$ cat src/rtl/x2_pkg.sv
// rtl/x2_pkg.sv - shared widths and output bit positions for the x2 lane pipeline
package x2_pkg;
  localparam int X2_IN_W  = 10;
  localparam int X2_OUT_W = 7;

  localparam int K_B = 0;
  localparam int L_B = 1;
  localparam int M_B = 2;
  localparam int N_B = 3;
  localparam int O_B = 4;
  localparam int P_B = 5;
  localparam int Q_B = 6;
endpackage

$ cat src/rtl/x2_core.sv
// rtl/x2_core.sv - combinational 10-in / 7-out lane decode
module x2_core
  import x2_pkg::*;
(
  input  logic [X2_IN_W-1:0]  in_bits,
  output logic [X2_OUT_W-1:0] out_bits
);

  logic a, b, c, d, e, f, g, h, i, j;

  assign {j, i, h, g, f, e, d, c, b, a} = in_bits;

  always_comb begin
    out_bits = '0;
    out_bits[K_B] = ~(h & i & ~j);
    out_bits[L_B] = i | (h ^ j);
    out_bits[M_B] = ~h & ~i & ~j;
    out_bits[N_B] = ~(~a & ~b & ~c & ~h & i & ~j);
    out_bits[O_B] = ~g | ~h | (i & j);
    out_bits[P_B] = ~g | (~i & ~j) | (f & ~h & i & j) | (d & ~e & h & ~j)
                  | (~a & ~b & c & h & i & j) | (~a & ~b & c & ~h & ~i);
    out_bits[Q_B] = ~g | (~h & ~i & ~j) | (f & ~h & i & j) | (h & ~i & j)
                  | (d & e & h & i & ~j) | (~a & ~b & ~c & h & j);
  end

endmodule

$ cat src/rtl/x2_pipe.sv
// rtl/x2_pipe.sv - LANES-wide x2 decode behind a DEPTH-stage stallable pipeline with q hit counter
module x2_pipe
  import x2_pkg::*;
#(
  parameter int LANES = 4,
  parameter int DEPTH = 2,
  parameter int CNT_W = 16
) (
  input  logic                      clk,
  input  logic                      rst_n,
  input  logic                      in_valid,
  output logic                      in_ready,
  input  logic [X2_IN_W*LANES-1:0]  in_vec,
  input  logic [X2_OUT_W-1:0]       inv_mask,
  output logic                      out_valid,
  input  logic                      out_ready,
  output logic [X2_OUT_W*LANES-1:0] out_vec,
  input  logic                      stat_clr,
  output logic [CNT_W-1:0]          q_hits
);

  localparam int VW = X2_OUT_W * LANES;

  logic [VW-1:0]            core_vec;
  logic [VW-1:0]            stage_in;
  logic [DEPTH-1:0][VW-1:0] data_q, data_d;
  logic [DEPTH-1:0]         vld_q, vld_d;
  logic [CNT_W-1:0]         hits_q, hits_d;
  logic                     adv;
  logic                     any_q;
  logic                     hit;

  for (genvar ln = 0; ln < LANES; ln++) begin : g_lane
    x2_core u_core (
      .in_bits  (in_vec[X2_IN_W*ln +: X2_IN_W]),
      .out_bits (core_vec[X2_OUT_W*ln +: X2_OUT_W])
    );
  end

  // Mask is folded in before stage 1 so it is captured with the data on accept.
  assign stage_in  = core_vec ^ {LANES{inv_mask}};
  assign adv       = ~out_valid | out_ready;
  assign in_ready  = adv;
  assign out_valid = vld_q[DEPTH-1];
  assign out_vec   = data_q[DEPTH-1];
  assign q_hits    = hits_q;

  always_comb begin
    data_d = data_q;
    vld_d  = vld_q;
    if (adv) begin
      data_d[0] = stage_in;
      vld_d[0]  = in_valid;
      for (int s = 1; s < DEPTH; s++) begin
        data_d[s] = data_q[s-1];
        vld_d[s]  = vld_q[s-1];
      end
    end
  end

  always_comb begin
    any_q = 1'b0;
    for (int ln = 0; ln < LANES; ln++) begin
      any_q = any_q | out_vec[X2_OUT_W*ln + Q_B];
    end
  end

  assign hit = out_valid & out_ready & any_q;

  always_comb begin
    hits_d = hits_q;
    if (stat_clr) begin
      hits_d = '0;
    end else if (hit && (hits_q != {CNT_W{1'b1}})) begin
      hits_d = hits_q + CNT_W'(1);
    end
  end

  always_ff @(posedge clk or negedge rst_n) begin
    if (!rst_n) begin
      data_q <= '0;
      vld_q  <= '0;
      hits_q <= '0;
    end else begin
      data_q <= data_d;
      vld_q  <= vld_d;
      hits_q <= hits_d;
    end
  end

endmodule
$ cat config.mk
export PLATFORM = sky130hd
export DESIGN_NAME = x2_pipe
export DESIGN_NICKNAME = d
export VERILOG_FILES = /design/src/rtl/x2_pkg.sv /design/src/rtl/x2_core.sv /design/src/rtl/x2_pipe.sv
export SDC_FILE = /design/constraint.sdc
export NUM_CORES = 1
export LEC_CHECK = 0
export ABC_CLOCK_PERIOD_IN_PS = 4750
export CORE_MARGIN = 10
export CORE_UTILIZATION = 47
export CTS_BUF_LIST = sky130_fd_sc_hd__clkbuf_4 sky130_fd_sc_hd__clkbuf_8 sky130_fd_sc_hd__clkbuf_16
export CTS_CLUSTER_DIAMETER = 150
export CTS_CLUSTER_SIZE = 12
export DETAILED_ROUTE_END_ITERATION = 6
export DONT_BUFFER_PORTS = 1
export PLACE_DENSITY_LB_ADDON = 0.08
export SYNTH_ARGS = -nofsm -noshare
export SYNTH_HDL_FRONTEND = slang
export SYNTH_SLANG_ARGS = --single-unit
$ cat constraint.sdc
create_clock -name clk -period 4.75 [get_ports clk]
set_input_delay 0.2375 -clock clk [delete_from_list [all_inputs] [get_ports clk]]
set_output_delay 0.2375 -clock clk [all_outputs]
set_load 0.02 [all_outputs]
==> flow_results.org <==
** Place
- Routability cong. :: 0.827
- Summed over all nets, the half-perimeter wirelength after detailed placement is between 7000 and 8000 um.
- The number of placed instances, taps included, is around 540.
- In this run the tool buffered the top-level ports with 0 buffer cells.

** Floorplanning
- Overall die height :: about 120 um
- Effective utilization at floorplan :: about 48%
- The total area inside the core boundary comes to 8760 um2.
- Floorplan die area :: around 13000 um2
- Cell Rows :: 34
- During I/O placement, the number of pins put on the boundary was about 100.
- The die is between 100 and 150 um wide.

** Synth
- Counting flops with a built-in enable in the synthesized netlist gives 0.
- Ranked by instance count, the synthesized netlist is headed by 121 x sky130_fd_sc_hd__nand2_1, 74 x sky130_fd_sc_hd__dfrtp_1, 37 x sky130_fd_sc_hd__nor2_1.
- Synthesized netlist cell count :: between 400 and 500
- Cell with the most instances after synthesis :: sky130_fd_sc_hd__nand2_1
- Synthesized area per cell :: 8.63 um2
- Of the total synthesized cell area, the portion taken by AND, OR, NAND and NOR gates is 28.2%.
- The Yosys step of the flow raised 0 warnings.
- Cell area after technology mapping :: between 4000 and 5000 um2
- Share of synthesized cell area in full adder, half adder and majority cells :: less than 1%
- Post-synthesis share of cell area spent on xor and xnor gates :: roughly 5.0%
- Counting flops and latches in the post-synthesis netlist gives between 70 and 80.
- Complex-gate fraction of the synthesized area :: ~12%
- By area the synthesized netlist is led by sky130_fd_sc_hd__dfrtp_1 44%, sky130_fd_sc_hd__nand2_1 11%, sky130_fd_sc_hd__buf_4 5.0%, sky130_fd_sc_hd__nor2_1 3.3%, sky130_fd_sc_hd__mux2_2 2.7%.
- In the synthesized netlist the dominant register cell turns out to be sky130_fd_sc_hd__dfrtp_1.
- Post-synth top area share :: a little over two fifths
- Fraction of registers with async set or reset after synthesis :: 100%
- Multiplexer share of the synthesized area :: between 2 and 3%
- The share of the Yosys chip area taken by registers is 43.6%.
- Nets in the synthesized netlist :: between 500 and 600
- Distinct cells, synth :: 56
- By area, the combinational part of the netlist is dominated by simple AND/OR/NAND/NOR gates.
- The synthesized design spends more area on one cell type than any other, namely sky130_fd_sc_hd__dfrtp_1.

** Min path
- Class of the most critical hold timing path :: input pin to register
- Startpoint of the tightest hold check path :: in_valid

** Worst setup path
- The worst setup path is captured at a register.
- R2R Setup Slk :: about 2.3 ns
- Cells along the critical path :: nor2b_4, buf_4, inv_2, nand2b_1, nor4_1, nor3_1
- On the worst path, the slowest cell contributes a delay of 0.78 ns.
- Data arrives at the worst endpoint at between 2 and 3 ns.
- STA classifies the critical path startpoint as a register.
- Cell with the largest stage delay on the worst path :: sky130_fd_sc_hd__inv_2
- The most critical setup path has its startpoint at vld_q[1].
- At the worst endpoint, the required time is approximately 5 ns.
- The worst register-to-register path begins at vld_q[1].
- CP Max Fanout :: 60
- The critical path is of the register to register type.

** Clock network
- Once the clock tree was built, the setup fixing pass inserted 0 buffers.
- CTS saw 74 sinks.
- Level count of the clock H-tree :: 3
- CTS tree :: yes
- Post-CTS sizing :: 0
- The number of clock buffers added by TritonCTS is 9.
- Clock latency on the worst-skew pair, taken at its later pin, is around 0.34 ns.
- The longest clock path from root to sink contains 2 buffers.
- Root buf cell :: sky130_fd_sc_hd__clkbuf_8
- After clock tree synthesis, the clock-pin slew on the worst setup and hold paths is ~0.08 ns.

** Detailed routing
- The final route contains ~3100 vias.
- In this run, the number of DRC markers left after iteration 0 of detailed routing was approximately 190.
- Routed length per placed instance :: about 17 um
- After detailed routing, the number of vias per cell comes to about 5.6.
- Total Routed Length :: roughly 9800 um
- The first detailed-routing pass ran for 4 iterations.
- ANT nets after route :: 0
- For this run, design rule violations remaining after detail routing come to 0.

** Finish
- Filler-free cell count of the finished design :: 562
- From synthesis to final layout, the design area changed by 1.36%.
- The post-route netlist has around 10% of its cells at a drive strength greater than 1.
- The repair_antennas step left the layout with diodes totalling 0.
- Total Nets Final :: 503

** Global routing
- Overflow after GRT :: 0
- The number of antenna violations at the first check in global routing was 0.
- The first global-routing pass estimated ~16000 um of wire.
- In the global route stage, met2 resource usage came out at 22.4%.
- Number of global-route vias before repair :: about 3100
- Global routing consumed, on the met3 layer, ~5.7% of the routing resources.
- Global routing used 19.7% of the available met1 tracks.
- Overall Global Routing Usage :: 15.1%
- After global routing, the most crowded layer is met2.
- Largest net degree at the start of global routing :: 75

** Timing
- Headroom to the max-slew limit came out at between 30% and 40%.
- Min Clock Period, post-route :: roughly 2.5 ns
- Clock skew on the completed layout was measured at approximately 0.010 ns.
- At the pin with the least slew margin, the transition time is just under 1 ns.
- Setup repair after global routing left no endpoint under its margin.
- Maximum clock frequency :: about 400 MHz
- The number of max-slew violations in the final report is 0.
- The final hold violation count came to 0.
- Post-Route Setup TNS :: 0 ns
- Count of endpoints failing setup in the final report :: 0
- Dividing the final minimum period by the clock period gives around 52%.

** Run
- Number of max-capacitance violations reported :: 0

** Run status
- The flow ran to the end, and the final reports show no timing, DRC or antenna violations.

** Power and ir drop
- IR Drop Worst-Case VDD :: ~0.12 mV
- Power Density :: approximately 360 nW/um2
- Leak :: roughly 1.9 nW
==> worst max-delay path, delay by kind of cell (launching register included) <==
family                 cells  cell delay [ns]
and+or+nand+nor            4             0.77
buffers and inverters      2             1.06
DFF                        1             0.47
==> placed cells by master, fill, tap and decap left out, drive strengths merged, types with 3 or more instances in the layout <==
cell type,n
o311a,3
xor2,12
o211ai,3
nand2,121
or3,3
mux2,10
nand3,20
nand3b,5
nor2b,11
inv,9
o21ai,14
a21o,7
a21oi,18
xnor2,12
dfrtp,74
and4,4
or4,3
nand4,6
clkinv,3
nand4b,3
a31oi,4
clkbuf,10
nor4,6
nand2b,3
nor2,37
o31ai,8
or2,4
nor3,10
a2111oi,4
==> cells by family (layout without fill, tap and decap cells) <==
family / after synthesis / count (layout)
AO/OA/AOI/OAI: 71 / 71
adder cells (fa/ha/maj): 1 / 1
flip-flops: 74 / 74
buffers and inverters: 66 / 28
XOR/XNOR: 24 / 24
AND/OR/NAND/NOR: 245 / 245
multiplexers: 11 / 11
==> metrics by stage <==
step                hold slack (ns)  setup WS (ns)  power [W]  util [%]  area [um2]
floorplan                   -0.0581           2.91    0.00110         -        4250
global placement            -0.0545           2.32    0.00107      46.4        4070
detailed placement          -0.0550           2.28    0.00108      46.4        4070
CTS                         0.00695           2.26    0.00158      49.1        4300
global route                 0.0196           2.04    0.00165      49.1        4300
finish                       0.0143           2.28    0.00155      49.1        4300
==> final timing paths <==
path	endpoint	cells past startpoint
setup / recovery	data_q[19]	6
hold / removal	vld_q[0]	2
setup reg to reg	data_q[19]	6
max in group asynchronous	data_q[5]	2
hold reg to reg	out_vec[22]	2
min in group asynchronous	out_vec[8]	2
==> timing repair <==
item | 4_1_cts | 5_1_grt
setup endpoints to repair | 0 | 0
endpoints found under the hold margin | 77 | 0
hold buffers | 3 | 0
==> sequential cells by signal, summed over array words and instances, names as in the netlist <==
name	count
out_vec	28
vld_q	2
q_hits	16
data_q	28
==> power by group <==
part / internal [W] / leakage, nW / total, W / switching, W
Combinational: 0.0000844 / 0.903 / 0.000206 / 0.000121
Sequential: 0.000724 / 0.907 / 0.000867 / 0.000143
Clock: 0.000245 / 0.0955 / 0.000478 / 0.000233
Total: 0.00105 / 1.91 / 0.00155 / 0.000497
==> cell type report <==
class	count	area, um2
inverters	9	33.8
flip-flops and latches	74	1850
fillers	870	4460
well taps	108	135
clock inverters	5	56.3
repair buffers	4	55.1
multi-input cells	352	2040
clock buffers	10	131
==> per-layer routing <==
| metal | wire, um | vias up | share of wire, % |
|---|---|---|---|
| li1 | - | 1572 | - |
| met1 | 4410 | 1458 | 45 |
| met2 | 4240 | 92 | 43 |
| met3 | 1060 | 6 | 11 |
| met4 | 90 | 0 | 0.92 |
| met5 | 0 | - | 0 |
(Power assumes the default switching activity.)
